$ cat config.mk
export PLATFORM = sky130hd
export DESIGN_NAME = pad_io_ctrl
export DESIGN_NICKNAME = d
export VERILOG_FILES = /design/src/rtl/pad_io_ctrl.sv
export SDC_FILE = /design/constraint.sdc
export NUM_CORES = 1
export LEC_CHECK = 0
export CAP_MARGIN = 10
export CORE_MARGIN = 2
export CORE_UTILIZATION = 44
export DETAILED_ROUTE_END_ITERATION = 6
export GPL_TIMING_DRIVEN = 0
export HOLD_SLACK_MARGIN = 0.12
export PLACE_DENSITY = 0.66
export SYNTH_ARGS = -nofsm -noshare
export SYNTH_HDL_FRONTEND = slang
export SYNTH_SLANG_ARGS = --single-unit
$ cat constraint.sdc
create_clock -name clock -period 2.5 [get_ports clock]
set_clock_uncertainty 0.15 [all_clocks]
set_input_delay 0.5 -clock clock [delete_from_list [all_inputs] [get_ports clock]]
set_output_delay 0.5 -clock clock [all_outputs]
set_load 0.03 [all_outputs]
$ cat src/rtl/pad_io_ctrl.sv
// Direction controller for one bidirectional pad: arbitrates drive ownership with
// a programmable turnaround gap, synchronizes pad input, and flags valid levels/edges.
module pad_io_ctrl #(
  parameter int TURN_CYCLES = 2,
  parameter int SYNC_STAGES = 2
) (
  input  logic clock,
  input  logic reset,
  input  logic drv_req,
  input  logic drv_data,
  output logic drv_grant,
  output logic pad_o,
  output logic pad_oe,
  input  logic pad_i,
  output logic rx_data,
  output logic rx_valid,
  output logic rx_edge
);

  typedef enum logic [1:0] {
    RX      = 2'd0,
    TURN_TX = 2'd1,
    TX      = 2'd2,
    TURN_RX = 2'd3
  } state_t;

  localparam logic [4:0] TURN_LD = 5'(TURN_CYCLES);
  localparam logic [4:0] SYNC_LD = 5'(SYNC_STAGES);
  localparam logic [4:0] RXW_LD  = 5'(TURN_CYCLES + SYNC_STAGES);

  state_t                 state_r;
  logic [4:0]             cnt_r;
  logic [SYNC_STAGES-1:0] sync_r;
  logic                   rx_valid_d_r;
  logic                   rx_data_d_r;

  assign rx_data = sync_r[SYNC_STAGES-1];

  // Direction FSM; outputs are updated together with the state transition so they stay registered.
  always_ff @(posedge clock) begin
    if (reset) begin
      state_r   <= TURN_RX;
      cnt_r     <= SYNC_LD;
      pad_oe    <= 1'b0;
      pad_o     <= 1'b0;
      drv_grant <= 1'b0;
      rx_valid  <= 1'b0;
    end else begin
      pad_o <= 1'b0;
      case (state_r)
        RX: begin
          if (drv_req) begin
            state_r <= TURN_TX;
            cnt_r   <= TURN_LD;
          end else begin
            state_r <= RX;
          end
        end
        TURN_TX: begin
          if (!drv_req) begin
            state_r <= RX;
          end else if (cnt_r <= 5'd1) begin
            state_r   <= TX;
            pad_oe    <= 1'b1;
            drv_grant <= 1'b1;
            rx_valid  <= 1'b0;
            pad_o     <= drv_data;
          end else begin
            cnt_r <= cnt_r - 5'd1;
          end
        end
        TX: begin
          if (!drv_req) begin
            // Receive stays invalid until the line settles and the synchronizer flushes.
            state_r   <= TURN_RX;
            cnt_r     <= RXW_LD;
            pad_oe    <= 1'b0;
            drv_grant <= 1'b0;
          end else begin
            pad_o <= drv_data;
          end
        end
        TURN_RX: begin
          if (cnt_r <= 5'd1) begin
            state_r  <= RX;
            rx_valid <= 1'b1;
          end else begin
            cnt_r <= cnt_r - 5'd1;
          end
        end
        default: begin
          state_r   <= TURN_RX;
          cnt_r     <= SYNC_LD;
          pad_oe    <= 1'b0;
          drv_grant <= 1'b0;
          rx_valid  <= 1'b0;
        end
      endcase
    end
  end

  // Pad input synchronizer and registered edge detector on the validated level.
  always_ff @(posedge clock) begin
    if (reset) begin
      sync_r       <= '0;
      rx_valid_d_r <= 1'b0;
      rx_data_d_r  <= 1'b0;
      rx_edge      <= 1'b0;
    end else begin
      sync_r       <= {sync_r[SYNC_STAGES-2:0], pad_i};
      rx_valid_d_r <= rx_valid;
      rx_data_d_r  <= rx_data;
      rx_edge      <= rx_valid & rx_valid_d_r & (rx_data ^ rx_data_d_r);
    end
  end

endmodule

==> qor.txt, run 1 <==
WP data arrival: 1450 ps
library cells used by synthesis: 37
fin crit share: 0.839
total power per unit cell area: 1090 nW/um^2
number of global-route vias before repair: 599
register bit count reported by yosys: 15
number of hold violations in the final report: 0
gr ovfl total: 0
H-tree Lvls: 1
Place WS: 498 ps
Antenna diodes: 0
cell count after synthesis: 97
ys async rst share: 0
post-synth net total: 109
Root Buffer Master: clkbuf_4
top post-synthesis cells by area: dfxtp_1 35%, ha_1 10%, a21oi_1 4.7%
Detail Placement HPWL: 1240 um
fmax: 477 MHz
Routed WL per cell: 12.3 um
filler instances: 181
Critical Path Source: pad_oe
DRC Markers: 0
Sink Count: 15
total track usage: 0.170
largest net degree at the start of global routing: 11
worst skew pair latency: 280 ps
setup TNS: 0 ps
die height: 48.0 um
critical path required time: 1850 ps
Die X: 48.0 um
crit-path max FO: 4
CTS clk-pin slew, worst paths: 80 ps
cts repair resizes: 0
crit start category: flip-flop
Max-Cap Viols: 0
most frequent cell after synthesis: dfxtp_1
Worst Setup End Kind: output port
setup violators final: 0
RSZ-0062 raised after global routing: no
setup bufs post-CTS: 0
Max-slew headroom: 0.675
Core ar.: 1780 um^2
die area: 2300 um^2
post-synthesis sequential area ratio: 0.352
DR vias/cell: 5.53
Slowest-stage cell, CP: clkdlybuf4s50_1
Final #Nets: 123
YS warnings: 0
synth cell count leaders: 15 x dfxtp_1, 8 x a21oi_1, 8 x inv_1, 8 x nand2_1, 8 x nor2_1
Cell Chain, Critical Path: buf_4, clkdlybuf4s50_1
outcome: finished, final reports clean
IO buf count: 9
CTS tree: done
via count: 746
Pre-antenna DRT Iters: 4
Setup WS post-layout: 401 ps
Critical Path Max Stage Delay: 660 ps
first-pass GRT wire length: 2620 um
Worst Tran Pin Value: 488 ps
# IOs: 11
CTS Hold Bufs: 0
final WL: 1670 um
gpl congestion: 0.821
Post-synth EDFFs: 0
Pins Over Slew Limit: 0
Worst Path Buf+Inv: 2
Starting Density: 0.478
number of routed nets with antenna violations: 0
CTS max path bufs: 2
worst hold path type: flip-flop to flip-flop
share of cells above drive strength 1: 0.118
Initial DRC Count: 18
fin crit period: 2100 ps
antenna violations before repair: 0
Synth area leader: dfxtp_1
Main synth FF type: dfxtp_1
CTS buffer count: 3
Mapped Area: 852 um^2
Max VDD drop: 0.449 mV
Row Count: 15
Hold Startpoint: sync_r[0]
area delta synth->final: 17.3%
share of the synthesized area in the top cell type: 0.352
mean area per synthesized cell: 8.78 um^2
Setup Crit Path Kind: flip-flop to output port
Leak Pwr: 0.407 nW
Largest delay share family, worst path: buffers and inverters
[through the flow]
step / cells / utilization / cell area, um^2 / total power [mW] / hold slack (ps)
CTS: 135 / 0.561 / 1000 / 1.09 / 304
floorplan: 97 / - / 852 / 0.823 / 264
detailed placement: 131 / 0.546 / 973 / 0.951 / 283
finish: 135 / 0.561 / 1000 / 1.09 / 301
global route: 135 / 0.561 / 1000 / 1.18 / 322
global placement: 131 / 0.546 / 973 / 0.937 / 271
[final cells by class]
type | instances | area [um^2] | share of cell area
Multi-Input combinational cell | 70 | 494 | 0.494
Sequential cell | 15 | 300 | 0.300
Timing Repair Buffer | 9 | 90.1 | 0.0901
Tap cell | 25 | 31.3 | 0.0313
Inverter | 8 | 30.0 | 0.0300
Buffer | 4 | 27.5 | 0.0275
Clock buffer | 4 | 26.3 | 0.0263
[where the power goes]
| group | internal, mW | leakage [nW] | total, mW | switching (mW) |
|---|---|---|---|---|
| clock network | 0.0620 | 0.0150 | 0.137 | 0.0754 |
| logic | 0.255 | 0.269 | 0.596 | 0.341 |
| registers | 0.293 | 0.123 | 0.354 | 0.0617 |
[metal layers]
metal / share of wire / wire (um) / global-route usage
met2: 0.46 / 763 / 0.272
met1: 0.46 / 772 / 0.199
met3: 0.063 / 105 / 0.0679
met4: 0.015 / 25 / 0.0811
met5: 0 / 0 / 0
[flip-flops by register name, summed over array words and instances, names as in the netlist, named ones only]
register      flops
cnt_r             5
sync_r            2
pad_o             1
pad_oe            1
rx_data_d_r       1
rx_edge           1
rx_valid          1
rx_valid_d_r      1
state_r           1
[cell families (layout without fill, tap and decap cells)]
logic type | after synthesis | count (layout) | share of synthesized area
buffers and inverters | 12 | 25 | 0.0675
adder cells (fa/ha/maj) | 7 | 7 | 0.103
XOR/XNOR | 1 | 1 | 0.0103
flip-flops | 15 | 15 | 0.352
AND/OR/NAND/NOR | 34 | 34 | 0.216
AO/OA/AOI/OAI | 28 | 28 | 0.251
[worst paths after layout]
kind / slack [ps] / end / cells after the start
min: 300 / sync_r[1] / 1
min reg2reg: 300 / sync_r[1] / 1
max reg2reg: 480 / cnt_r[2] / 7
max: 400 / pad_oe / 2
[cells in the final DEF, fill, tap and decap left out, drive strengths merged]
cell type,n
and3,1
inv,8
a2111oi,1
nand4,4
a31oi,1
a31o,1
a32oi,1
o21ba,1
or3,2
clkbuf,5
dfxtp,15
o31a,1
nand3,2
ha,7
buf,3
nand2,8
o311ai,1
nor2b,4
o32ai,1
nor3,2
o22ai,1
a21bo,1
a21oi,8
clkdlybuf4s50,9
and2,1
o211ai,2
a32o,1
xor2,1
nor2,8
or2,1
a22oi,1
nand2b,1
o21bai,1
o21ai,5
Note: power is estimated with default switching activity, not from simulation.
==> run 2: changes to the inputs <==
- clock period: 2.5 -> 2.1 ns (I/O delays scaled with it)
==> run 2 against run 1 <==
Compared with the run above: register-to-register slack worse by 390 ps; critical endpoint unchanged; total power is 19% higher; core utilization stayed put; die area stayed put; non-clock buffer count stayed put; sequential share of layout area stayed put.
==> qor.txt, run 2 (synthesis gave the netlist of run 1 again) <==
Detail Placement HPWL: 1240 um (unchanged)
Setup Crit Path Kind: flip-flop to output port
via count: 741 (-0.67%)
Die X: 48.0 um (unchanged)
most common cell after layout, fill and taps aside: dfxtp_1
CTS buffer count: 3 (unchanged)
Pins Over Slew Limit: 0 (unchanged)
Worst Setup End Kind: output port
# IOs: 11 (unchanged)
Setup WS post-layout: 82.9 ps (-319 ps)
setup violators final: 0 (unchanged)
Sink Count: 15 (unchanged)
leading registers by flop count: cnt_r x5, sync_r x2
setup TNS: 0 ps (unchanged)
Place WS: 97.6 ps (-400 ps)
DRC Markers: 0 (unchanged)
Starting Density: 0.478 (unchanged)
fin area: 1000 um^2 (unchanged)
total power per unit cell area: 1300 nW/um^2 (+19%)
Max-slew headroom: 0.675 (about the same)
WP data arrival: 1450 ps (about the same)
Antenna diodes: 0 (unchanged)
die height: 48.0 um (unchanged)
gpl congestion: 0.821 (unchanged)
first-pass GRT wire length: 2620 um (unchanged)
worst hold path type: input pin to flip-flop
crit start category: flip-flop
outcome: finished, final reports clean
H-tree Lvls: 1 (unchanged)
Cell Chain, Critical Path: buf_4, clkdlybuf4s50_1
die area: 2300 um^2 (unchanged)
area delta synth->final: 17.3% (unchanged)
most frequent cells in the layout: 15 x dfxtp_1, 9 x clkdlybuf4s50_1
gr ovfl total: 0 (unchanged)
Routed WL per cell: 12.4 um (+0.42%)
number of hold violations in the final report: 0 (unchanged)
Critical Path Max Stage Delay: 660 ps (about the same)
total track usage: 0.170 (unchanged)
Row Count: 15 (unchanged)
fmax: 496 MHz
DR vias/cell: 5.49 (-0.67%)
Root Buffer Master: clkbuf_4
fin crit period: 2020 ps
Initial DRC Count: 19 (+1)
final WL: 1670 um (+0.42%)
worst skew pair latency: 280 ps (about the same)
IO buf count: 9 (unchanged)
Worst Tran Pin Value: 487 ps (-0.613 ps)
crit-path max FO: 4 (unchanged)
largest reg by FF count: cnt_r
largest net degree at the start of global routing: 11 (unchanged)
number of global-route vias before repair: 599 (unchanged)
Area after DPL: 973 um^2 (unchanged)
Max VDD drop: 0.535 mV (+19%)
number of routed nets with antenna violations: 0 (unchanged)
antenna violations before repair: 0 (unchanged)
CTS max path bufs: 2 (unchanged)
setup bufs post-CTS: 0 (unchanged)
Final #Nets: 123 (unchanged)
Slowest-stage cell, CP: clkdlybuf4s50_1
max reg flops: 5 (unchanged)
Pre-antenna DRT Iters: 4 (unchanged)
CTS tree: done
Leak Pwr: 0.407 nW (about the same)
Max-Cap Viols: 0 (unchanged)
Worst Path Buf+Inv: 2 (unchanged)
share of cells above drive strength 1: 0.118 (unchanged)
CTS clk-pin slew, worst paths: 80 ps (about the same)
Largest delay share family, worst path: buffers and inverters
Core ar.: 1780 um^2 (unchanged)
fin crit share: 0.961
RSZ-0062 raised after global routing: no
critical path required time: 1530 ps (-320 ps)
[run 2: per-layer routing]
layer / track usage / part of all wire
met4: 0.0811 / 0.015
met3: 0.0679 / 0.053
met1: 0.199 / 0.47
met5: 0 / 0
met2: 0.272 / 0.47
[run 2: final timing paths]
path,start,to,slack (ps),cells past startpoint
setup / recovery,pad_oe,pad_oe,80,2
hold / removal,drv_req,pad_o,290,3
setup reg to reg,flip-flop,cnt_r[3],90,7
hold reg to reg,sync_r[0],sync_r[1],300,1
[run 2: area by class of cell]
type / instances / area [um^2]
Tap cell: 25 / 31.3
Timing Repair Buffer: 9 / 90.1
Multi-Input combinational cell: 70 / 494
Buffer: 4 / 27.5
Inverter: 8 / 30.0
Sequential cell: 15 / 300
Clock buffer: 4 / 26.3
Fill cell: 181 / 783
[run 2: power breakdown]
group          total (mW)  switching [mW]  leakage [nW]  internal [mW]
Combinational       0.711           0.407         0.269          0.305
Sequential          0.423          0.0745         0.123          0.348
Clock               0.164          0.0901        0.0150         0.0738
[run 2: worst register-to-register path, stage by stage, from the launching register on]
cell,delay (ps)
dfxtp_1,380
inv_1,110
ha_1,200
buf_6,140
or3_4,400
a32o_1,270
o21ai_0,170
a21oi_1,70
[run 2: through the flow]
step	hold slack (ps)	cells	utilization	total power, mW
after detailed placement	283	131	0.546	1.13
after global placement	271	131	0.546	1.12
final	293	135	0.561	1.30
after global routing	297	135	0.561	1.40
after floorplan	264	97	-	0.980
after CTS	284	135	0.561	1.30
[run 2: what timing repair did]
item | 4_1_cts | 5_1_grt
resized for setup | 0 | 1
hold endpoints to repair | 0 | 0
endpoints found under the setup margin | 0 | 1
hold buffers | 0 | 0
